[config.mk]
export PLATFORM = sky130hd
export DESIGN_NAME = tx_arbiter
export DESIGN_NICKNAME = d
export VERILOG_FILES = /design/src/rtl/coso_tx_pkg.sv /design/src/rtl/status_serializer.sv /design/src/rtl/tx_arbiter.sv
export SDC_FILE = /design/constraint.sdc
export NUM_CORES = 1
export LEC_CHECK = 0
export CAP_MARGIN = 40
export CORE_MARGIN = 5
export CORE_UTILIZATION = 50
export CTS_CLUSTER_SIZE = 40
export DETAILED_ROUTE_END_ITERATION = 12
export PLACE_DENSITY = 0.8
export RECOVER_POWER = 100
export REMOVE_ABC_BUFFERS = 1
export SLEW_MARGIN = 20
export SYNTH_ARGS = -nofsm -noshare
export SYNTH_HDL_FRONTEND = slang
export SYNTH_SLANG_ARGS = --single-unit
[constraint.sdc]
create_clock -name clk -period 3 [get_ports clk]
set_input_delay 0.75 -clock clk [delete_from_list [all_inputs] [get_ports clk]]
set_output_delay 0.75 -clock clk [all_outputs]
set_load 0.005 [all_outputs]
[src/rtl/coso_tx_pkg.sv]
// Shared types and helpers for the transmit arbiter.
// Optional build macro TX_ARB_CHECKSUM_EN appends an XOR checksum byte to status frames.
package coso_tx_pkg;

    localparam logic [7:0] HDR_BYTE_DEFAULT = 8'hA5;

    // Arbiter state encoding; ST_HDR is reserved, the header goes out directly from IDLE
    typedef enum logic [2:0] {
        IDLE      = 3'd0,
        ST_HDR    = 3'd1,
        ST_BODY   = 3'd2,
        WAIT_BUSY = 3'd3,
        WAIT_DONE = 3'd4
    } arb_state_t;

`ifdef TX_ARB_CHECKSUM_EN
    localparam int unsigned CHK_BYTES = 1;
`else
    localparam int unsigned CHK_BYTES = 0;
`endif

    // Total bytes on the wire for one status frame, header included
    function automatic int unsigned frame_len(input int unsigned status_bytes);
        return status_bytes + 1 + CHK_BYTES;
    endfunction

endpackage

[src/rtl/status_serializer.sv]
// Status frame body source: shadow of the payload, byte index and byte mux.
// With TX_ARB_CHECKSUM_EN the body ends with an XOR of header and payload bytes.
module status_serializer
    import coso_tx_pkg::*;
#(
    parameter int unsigned STATUS_BYTES = 4,
    parameter logic [7:0]  HDR_BYTE     = HDR_BYTE_DEFAULT
) (
    input  logic                      clk,
    input  logic                      rst,
    input  logic                      load,
    input  logic                      advance,
    input  logic [8*STATUS_BYTES-1:0] st_word,
    output logic [7:0]                cur_byte_c,
    output logic                      last_c
);

    // Body bytes follow the header: payload plus optional checksum
    localparam int unsigned BODY_LEN = frame_len(STATUS_BYTES) - 1;
    localparam int unsigned IDX_W    = 4;

    logic [8*STATUS_BYTES-1:0] shadow;
    logic [IDX_W-1:0]          idx;
    logic [7:0]                pay;

    // Capture payload at frame start; step the index after each body byte except the last
    always_ff @(posedge clk) begin
        if (rst) begin
            shadow <= '0;
            idx    <= '0;
        end else if (load) begin
            shadow <= st_word;
            idx    <= '0;
        end else if (advance && !last_c) begin
            idx <= idx + IDX_W'(1);
        end
    end

    // Payload byte select; indices past the payload read as zero
    always_comb begin
        pay = '0;
        for (int unsigned i = 0; i < STATUS_BYTES; i++) begin
            if (idx == IDX_W'(i)) pay = shadow[8*i +: 8];
        end
    end

`ifdef TX_ARB_CHECKSUM_EN
    logic [7:0] acc;

    // Running XOR seeded with the header so the final value covers the whole frame
    always_ff @(posedge clk) begin
        if (rst) begin
            acc <= '0;
        end else if (load) begin
            acc <= HDR_BYTE;
        end else if (advance) begin
            acc <= acc ^ pay;
        end
    end

    assign cur_byte_c = (idx == IDX_W'(STATUS_BYTES)) ? acc : pay;
`else
    assign cur_byte_c = pay;
`endif

    assign last_c = (idx == IDX_W'(BODY_LEN - 1));

endmodule

[src/rtl/tx_arbiter.sv]
// Shares the sender byte channel between the random-byte stream and atomic status frames,
// bounding random-data starvation of a pending status frame to RND_BURST bytes.
// Optional build macro TX_ARB_CHECKSUM_EN adds a trailing checksum byte per status frame.
module tx_arbiter
    import coso_tx_pkg::*;
#(
    parameter int unsigned STATUS_BYTES = 4,
    parameter int unsigned RND_BURST    = 16,
    parameter logic [7:0]  HDR_BYTE     = HDR_BYTE_DEFAULT
) (
    input  logic                      clk,
    input  logic                      rst,
    input  logic                      rnd_valid,
    input  logic [7:0]                rnd_byte,
    output logic                      rnd_ready,
    input  logic                      st_req,
    input  logic [8*STATUS_BYTES-1:0] st_word,
    output logic                      st_ack,
    input  logic                      is_transmitting,
    output logic                      transmit,
    output logic [7:0]                tx_byte
);

    localparam int unsigned BURST_W = $clog2(RND_BURST + 1);

    arb_state_t         state;
    arb_state_t         ret_state;
    logic [BURST_W-1:0] burst_cnt;

    logic       burst_full_c;
    logic       hdr_sel_c;
    logic       ser_advance_c;
    logic [7:0] ser_byte_c;
    logic       ser_last_c;

    assign burst_full_c  = (burst_cnt == BURST_W'(RND_BURST));
    assign hdr_sel_c     = (state == IDLE) && !is_transmitting && st_req
                           && (!rnd_valid || burst_full_c);
    assign ser_advance_c = (state == ST_BODY) && !is_transmitting;

    status_serializer #(
        .STATUS_BYTES (STATUS_BYTES),
        .HDR_BYTE     (HDR_BYTE)
    ) u_ser (
        .clk        (clk),
        .rst        (rst),
        .load       (hdr_sel_c),
        .advance    (ser_advance_c),
        .st_word    (st_word),
        .cur_byte_c (ser_byte_c),
        .last_c     (ser_last_c)
    );

    // Arbiter FSM, burst counter and registered sender handshake
    always_ff @(posedge clk) begin
        if (rst) begin
            state     <= IDLE;
            ret_state <= IDLE;
            burst_cnt <= '0;
            transmit  <= 1'b0;
            tx_byte   <= '0;
            rnd_ready <= 1'b0;
            st_ack    <= 1'b0;
        end else begin
            transmit  <= 1'b0;
            rnd_ready <= 1'b0;
            st_ack    <= 1'b0;
            case (state)
                IDLE: begin
                    if (hdr_sel_c) begin
                        transmit  <= 1'b1;
                        tx_byte   <= HDR_BYTE;
                        ret_state <= ST_BODY;
                        state     <= WAIT_BUSY;
                    end else if (rnd_valid && !is_transmitting) begin
                        transmit  <= 1'b1;
                        tx_byte   <= rnd_byte;
                        rnd_ready <= 1'b1;
                        ret_state <= IDLE;
                        state     <= WAIT_BUSY;
                        if (st_req && !burst_full_c) begin
                            burst_cnt <= burst_cnt + BURST_W'(1);
                        end
                    end
                end
                ST_BODY: begin
                    if (!is_transmitting) begin
                        transmit <= 1'b1;
                        tx_byte  <= ser_byte_c;
                        state    <= WAIT_BUSY;
                        if (ser_last_c) begin
                            st_ack    <= 1'b1;
                            burst_cnt <= '0;
                            ret_state <= IDLE;
                        end else begin
                            ret_state <= ST_BODY;
                        end
                    end
                end
                // Sender may not have raised busy yet; skip one cycle
                WAIT_BUSY: state <= WAIT_DONE;
                WAIT_DONE: begin
                    if (!is_transmitting) state <= ret_state;
                end
                default: state <= IDLE;
            endcase
        end
    end

endmodule

-- After elaboration in Yosys (flattened, before gate mapping)
Cells that the tools add are included.
- flip-flop bits (word level): 58
- output and inout port bits: 11
- logic and storage cells: 77
- bitwise gates (word level): 2
- add/subtract/negate cells: 2
- multiplexer cells: 29
- equal/unequal tests: 14
- reduce and logical (&&, ||, !) cells: 21
- operators by type and width (cell ; count):
    8-bit 2-to-1 mux ; 7
    5-bit 2-to-1 mux ; 5
    3-bit 2-to-1 mux ; 7
    8-bit one-hot mux with 2 select lines ; 1
    3-bit one-hot mux with 4 select lines ; 1
    5-bit one-hot mux with 2 select lines ; 1
    4-bit by 2-bit equality test with 1-bit output, second input constant ; 2
    1-bit logical AND ; 7
    3-bit by 2-bit equality test with 1-bit output, second input constant ; 2
    2-bit by 1-bit != test with 1-bit output, second input constant ; 3
    2-bit != test, second input constant ; 3
    3-bit one-hot mux with 2 select lines ; 1
    3-bit AND reduction ; 2
    6-bit AND reduction ; 1
    3-bit OR reduction ; 2
    5-bit by 1-bit adder with 5-bit output, second input constant ; 1
    5-bit equality test, second input constant ; 1
    4-bit by 1-bit adder with 4-bit output, second input constant ; 1
    4-bit by 1-bit equality test with 1-bit output, second input constant ; 1
    1-bit logical NOT ; 4
    4-bit logical NOT ; 1
    1-bit 2-to-1 mux ; 4
    3-bit equality test, second input constant ; 1
    3-bit logical NOT ; 1
    other kinds (7) ; 8

-- Longest topological paths before layout
- word-level depth: 7
- depth in mapped cells: 8

-- Cells and area by module
From an unflattened synthesis, not the netlist that was laid out.
- cell total of the unflattened synthesis: 301
- area, all modules: 2695.1 µm²
- modules (own cells, without submodules) (module ; sequential area each (µm²) ; area each (µm²) ; cells each ; times used):
    status_serializer ; 720.7 ; 1696.6 ; 179 ; 1
    tx_arbiter ; 400.4 ; 998.5 ; 122 ; 1

-- Least setup slack after synthesis
Ideal clock, no wire load.
- path type: input-to-reg
- start point: input port is_transmitting
- end point: register u_ser.shadow[2]
- cell stages on the path: 8
- setup slack: 692 ps
- data arrival time: 2176 ps
- setup time: 132 ps
- required time: 2868 ps
- path through: buf_2 or3_1 buf_2 a2111o_1 buf_2 buf_2 nand2_1 a21oi_1
- word-level cells in the longest chain between the ends: 4
- ends and longest elaborated chain (element ; RTL line ; source):
    start: declaration ; tx_arbiter.sv:19 ; input logic is_transmitting,
    1-bit logical NOT ; -- ;
    1-bit logical AND (2 in a row) ; tx_arbiter.sv:37 ; assign hdr_sel_c = (state == IDLE) && !is_transmitting && st_req
    1-bit logical AND ; tx_arbiter.sv:38 ; && (!rnd_valid || burst_full_c);
    end signal: assignment ; status_serializer.sv:32 ; shadow <= st_word;
    end: declaration ; status_serializer.sv:22 ; logic [8*STATUS_BYTES-1:0] shadow;
No other way between the ends.
A chain may end at the register's enable or synchronous reset.

-- Worst setup path in the final report
- start point: input port is_transmitting
- end point: register tx_byte[7]
- word-level cells in the longest chain between the ends: 6
- ends and longest elaborated chain (element ; RTL line ; source):
    1-bit logical NOT ; -- ;
    1-bit logical AND (2 in a row) ; tx_arbiter.sv:37 ;
    1-bit logical AND ; tx_arbiter.sv:38 ;
    3-bit by 2-bit != test with 1-bit output (no source line) / 8-bit 2-to-1 mux (equally long branches) ; -- ;
    3-bit AND reduction (no source line) / 8-bit one-hot mux with 2 select lines (equally long branches) ; -- ;
    end signal: assignment ; tx_arbiter.sv:77 ; tx_byte <= rnd_byte;
    end signal: assignment ; tx_arbiter.sv:89 ; tx_byte <= ser_byte_c;
    end: declaration ; tx_arbiter.sv:21 ; output logic [7:0] tx_byte
Parallel ways exist; a longest one is shown, timed or not.

==> impl_metrics.toml <==
[final_layout]
nets = 412
layout_common_cells = "nand2_1, dfxtp_1, a21oi_1"
areaGrowthSynthToFinish_pct = 26.3
final_common_cell = "nand2_1"
nFillCells = 475
drive_gt1_share_pct = 6.63
final_cells = 432
diodes = 0

[floorplan]
io_pins = 56
fp-row-count = 26
die_width_um = 81.8
core_area_sq_um = 5070
die_h_um = 81.8
start_util_pct = 50.8
die_area_sq_um = 6700

[timing]
period_minus_slack_ns = 2.55
setup_slack_ns = 0.446
finalSetupTns_ns = 0
slew_headroom_pct = 50.1
finalMaxSlewViolations = 0
fin_worst_skew_ns = 0.00767
period_share_pct = 85.1
hold_slack_ns = 0.460
hold_viol_final = 0
worst_pin_slew_ns = 0.746
rsz0062_at_grt = "no"
setup_viol = 0
max_clock_freq_ghz = 0.391

[place]
gp_congestion = 0.876
placed_cells = 424
dp_slack_ns = 0.302
portBuffers = 55
dp_hpwl_um = 4520

[setup_path]
path_buf_inv = 2
crit_path_max_incr_delay_ns = 0.57
path_delay_family = "compound AO/OA/AOI/OAI gates"
crit_chain = "clkdlybuf4s50_1 > or3_1 > a2111oi_0 > buf_4 > o31ai_1 > a311oi_1"
r2r-start = "state[2]$_SDFFE_PP0P_"
r2r_cells = 4
end_kind = "register"
cp_slowest_cell = "a2111oi_0"
worstPathMaxFanout = 16
rr_endpoint = "burst_cnt[3]$_SDFFE_PP0P_"
required_ns = 3.23
start_kind = "primary input"
r2r_setup_slack_ns = 0.73
crit_type = "in2reg"
arrival_ns = 2.78

[grt]
grt_antenna_before_repair = 0
grt_use_total_pct = 19.4
met2_usage_pct = 33.4
use_met3_pct = 3.29
grt_pass1_vias = 2246
grt_max_degree = 38
gr-total-overflow = 0
use_met1_pct = 23.9
grt.busiest_layer = "met2"
grt_pass1_wl_um = 10000

[hold_path]
holdPathEnd = "u_ser.shadow[29]$_SDFFE_PP0P_"
min_from = "u_ser.shadow[29]$_SDFFE_PP0P_"
hp-class = "reg2reg"
whs_path_depth = 2

[cts]
htreeDepth = 2
cts_hold_buf = 0
cts_resized = 0
clkTransAtPathRegs_ns = 0.09
cts_setup_buffers = 0
cts_buffer_depth = 2
cts_tree = "built"
clk_latency_ns = 0.31
root_buffer = "clkbuf_8"
cts_buffers = 5
clock-sinks = 56

[power_and_ir_drop]
max-vdd-ir-drop_mv = 0.247
power.total_w = 0.00150
power_density_nw_per_um2 = 461
total_leakage_power_nw = 1.14

[route]
vias = 2358
post_drt_wl_per_cell_um = 13.8
routed_wl_um = 5960
final_antenna_net_count = 0
drc = 0
drtIter0Drc = 143
firstDrtPassIters = 4
viasPerCell = 5.46

[logic_synthesis]
async_flop_share_pct = 0
yosysSeqAreaShare_pct = 43.5
yosysUniqueCellTypes = 42
synth-edff-count = 0
synthCells = 311
yosys_warnings = 0
synthFlopType = "dfxtp_1"
avgSynthCellArea_sq_um = 8.30
synth_area_sq_um = 2580
ys_ff_latch = 56

[outcome]
status = "finished, final reports clean"

[job]
drv_cap = 0
==> cells by family after synthesis <==
kind of cell	count (synthesis)	synth area share, %
compound gates	95	24.0
xor+xnor	3	1.02
fa+ha+maj	6	2.91
buf+inv	29	5.29
flops	56	43.5
mux	4	1.70
simple gates	118	21.6
==> synth_stat cells, types with 2 or more instances <==
library cell	count	area share [%]
nand2_1	69	10
dfxtp_1	56	43
a21oi_1	52	10
nor2_1	17	2.5
nand3_1	9	1.7
o211ai_1	8	2.3
o2bb2ai_1	8	2.7
clkbuf_1	7	1.0
inv_1	7	1.0
buf_2	6	1.2
ha_1	6	2.9
a311oi_1	5	1.7
a31oi_1	4	0.97
buf_1	4	0.58
o21bai_1	4	1.2
o31ai_1	4	1.2
buf_4	3	0.87
mux2_2	3	1.3
nand4bb_1	3	1.3
nor3_1	3	0.58
nor4_1	3	0.73
or4_1	3	0.87
xnor2_1	3	1.0
a21o_1	2	0.58
nand2b_1	2	0.48
nor4b_2	2	1.2
o21ai_0	2	0.39
or3b_2	2	0.68
==> power breakdown <==
part / switching, W / leakage [nW] / internal, W / total, W
clock: 0.000237 / 0.0552 / 0.000248 / 0.000485
sequential: 0.0000182 / 0.456 / 0.000773 / 0.000792
combinational: 0.000107 / 0.632 / 0.000118 / 0.000225
==> worst register-to-register path: cells and delay by family (launching register included) <==
kind | cells | cell delay (ns)
simple gates | 2 | 1.15
compound gates | 2 | 0.58
flops | 1 | 0.48
==> routing by layer <==
metal	vias up	part of all wire, %
met3	7	4.6
met5	-	0
li1	1202	-
met2	48	48
met4	0	1.7
met1	1101	45
==> cell type report <==
| cell class | count | area, sq um | area share [%] |
|---|---|---|---|
| timing repair buffer | 65 | 618 | 19.0 |
| tap | 70 | 87.6 | 2.69 |
| inverter | 7 | 26.3 | 0.806 |
| clock inverter | 2 | 35.0 | 1.08 |
| multi-input combinational | 226 | 1300 | 39.8 |
| sequential | 56 | 1120 | 34.4 |
| clock buffer | 6 | 72.6 | 2.23 |
==> sequential cells by signal (all words and copies together) (netlist names) <==
signal,cells
state,3
burst_cnt,5
tx_byte,8
st_ack,1
rnd_ready,1
u_ser.idx,4
ret_state,1
u_ser.shadow,32
transmit,1
==> how the worst max path moves through the flow <==
stage | startpoint | to | slack [ns] | cells past startpoint
3_3_place_gp | is_transmitting | u_ser.idx[1]$_SDFFE_PP0P_ | 0.33 | 6
6_report | is_transmitting | tx_byte[7]$_SDFFE_PP0P_ | 0.45 | 6
2_1_floorplan | is_transmitting | tx_byte[7]$_SDFFE_PP0P_ | 0.29 | 4
5_1_grt | is_transmitting | tx_byte[7]$_SDFFE_PP0P_ | 0.29 | 6
3_5_place_dp | is_transmitting | u_ser.idx[1]$_SDFFE_PP0P_ | 0.30 | 6
4_1_cts | is_transmitting | u_ser.idx[1]$_SDFFE_PP0P_ | 0.63 | 6
==> through the flow <==
| step | utilization [%] | instance area, sq um |
|---|---|---|
| floorplan | - | 2470 |
| global placement | 62.7 | 3180 |
| detailed placement | 62.7 | 3180 |
| CTS | 64.8 | 3290 |
| global route | 64.2 | 3260 |
| finish | 64.2 | 3260 |
No activity file was read; power rests on OpenSTA's default activity.
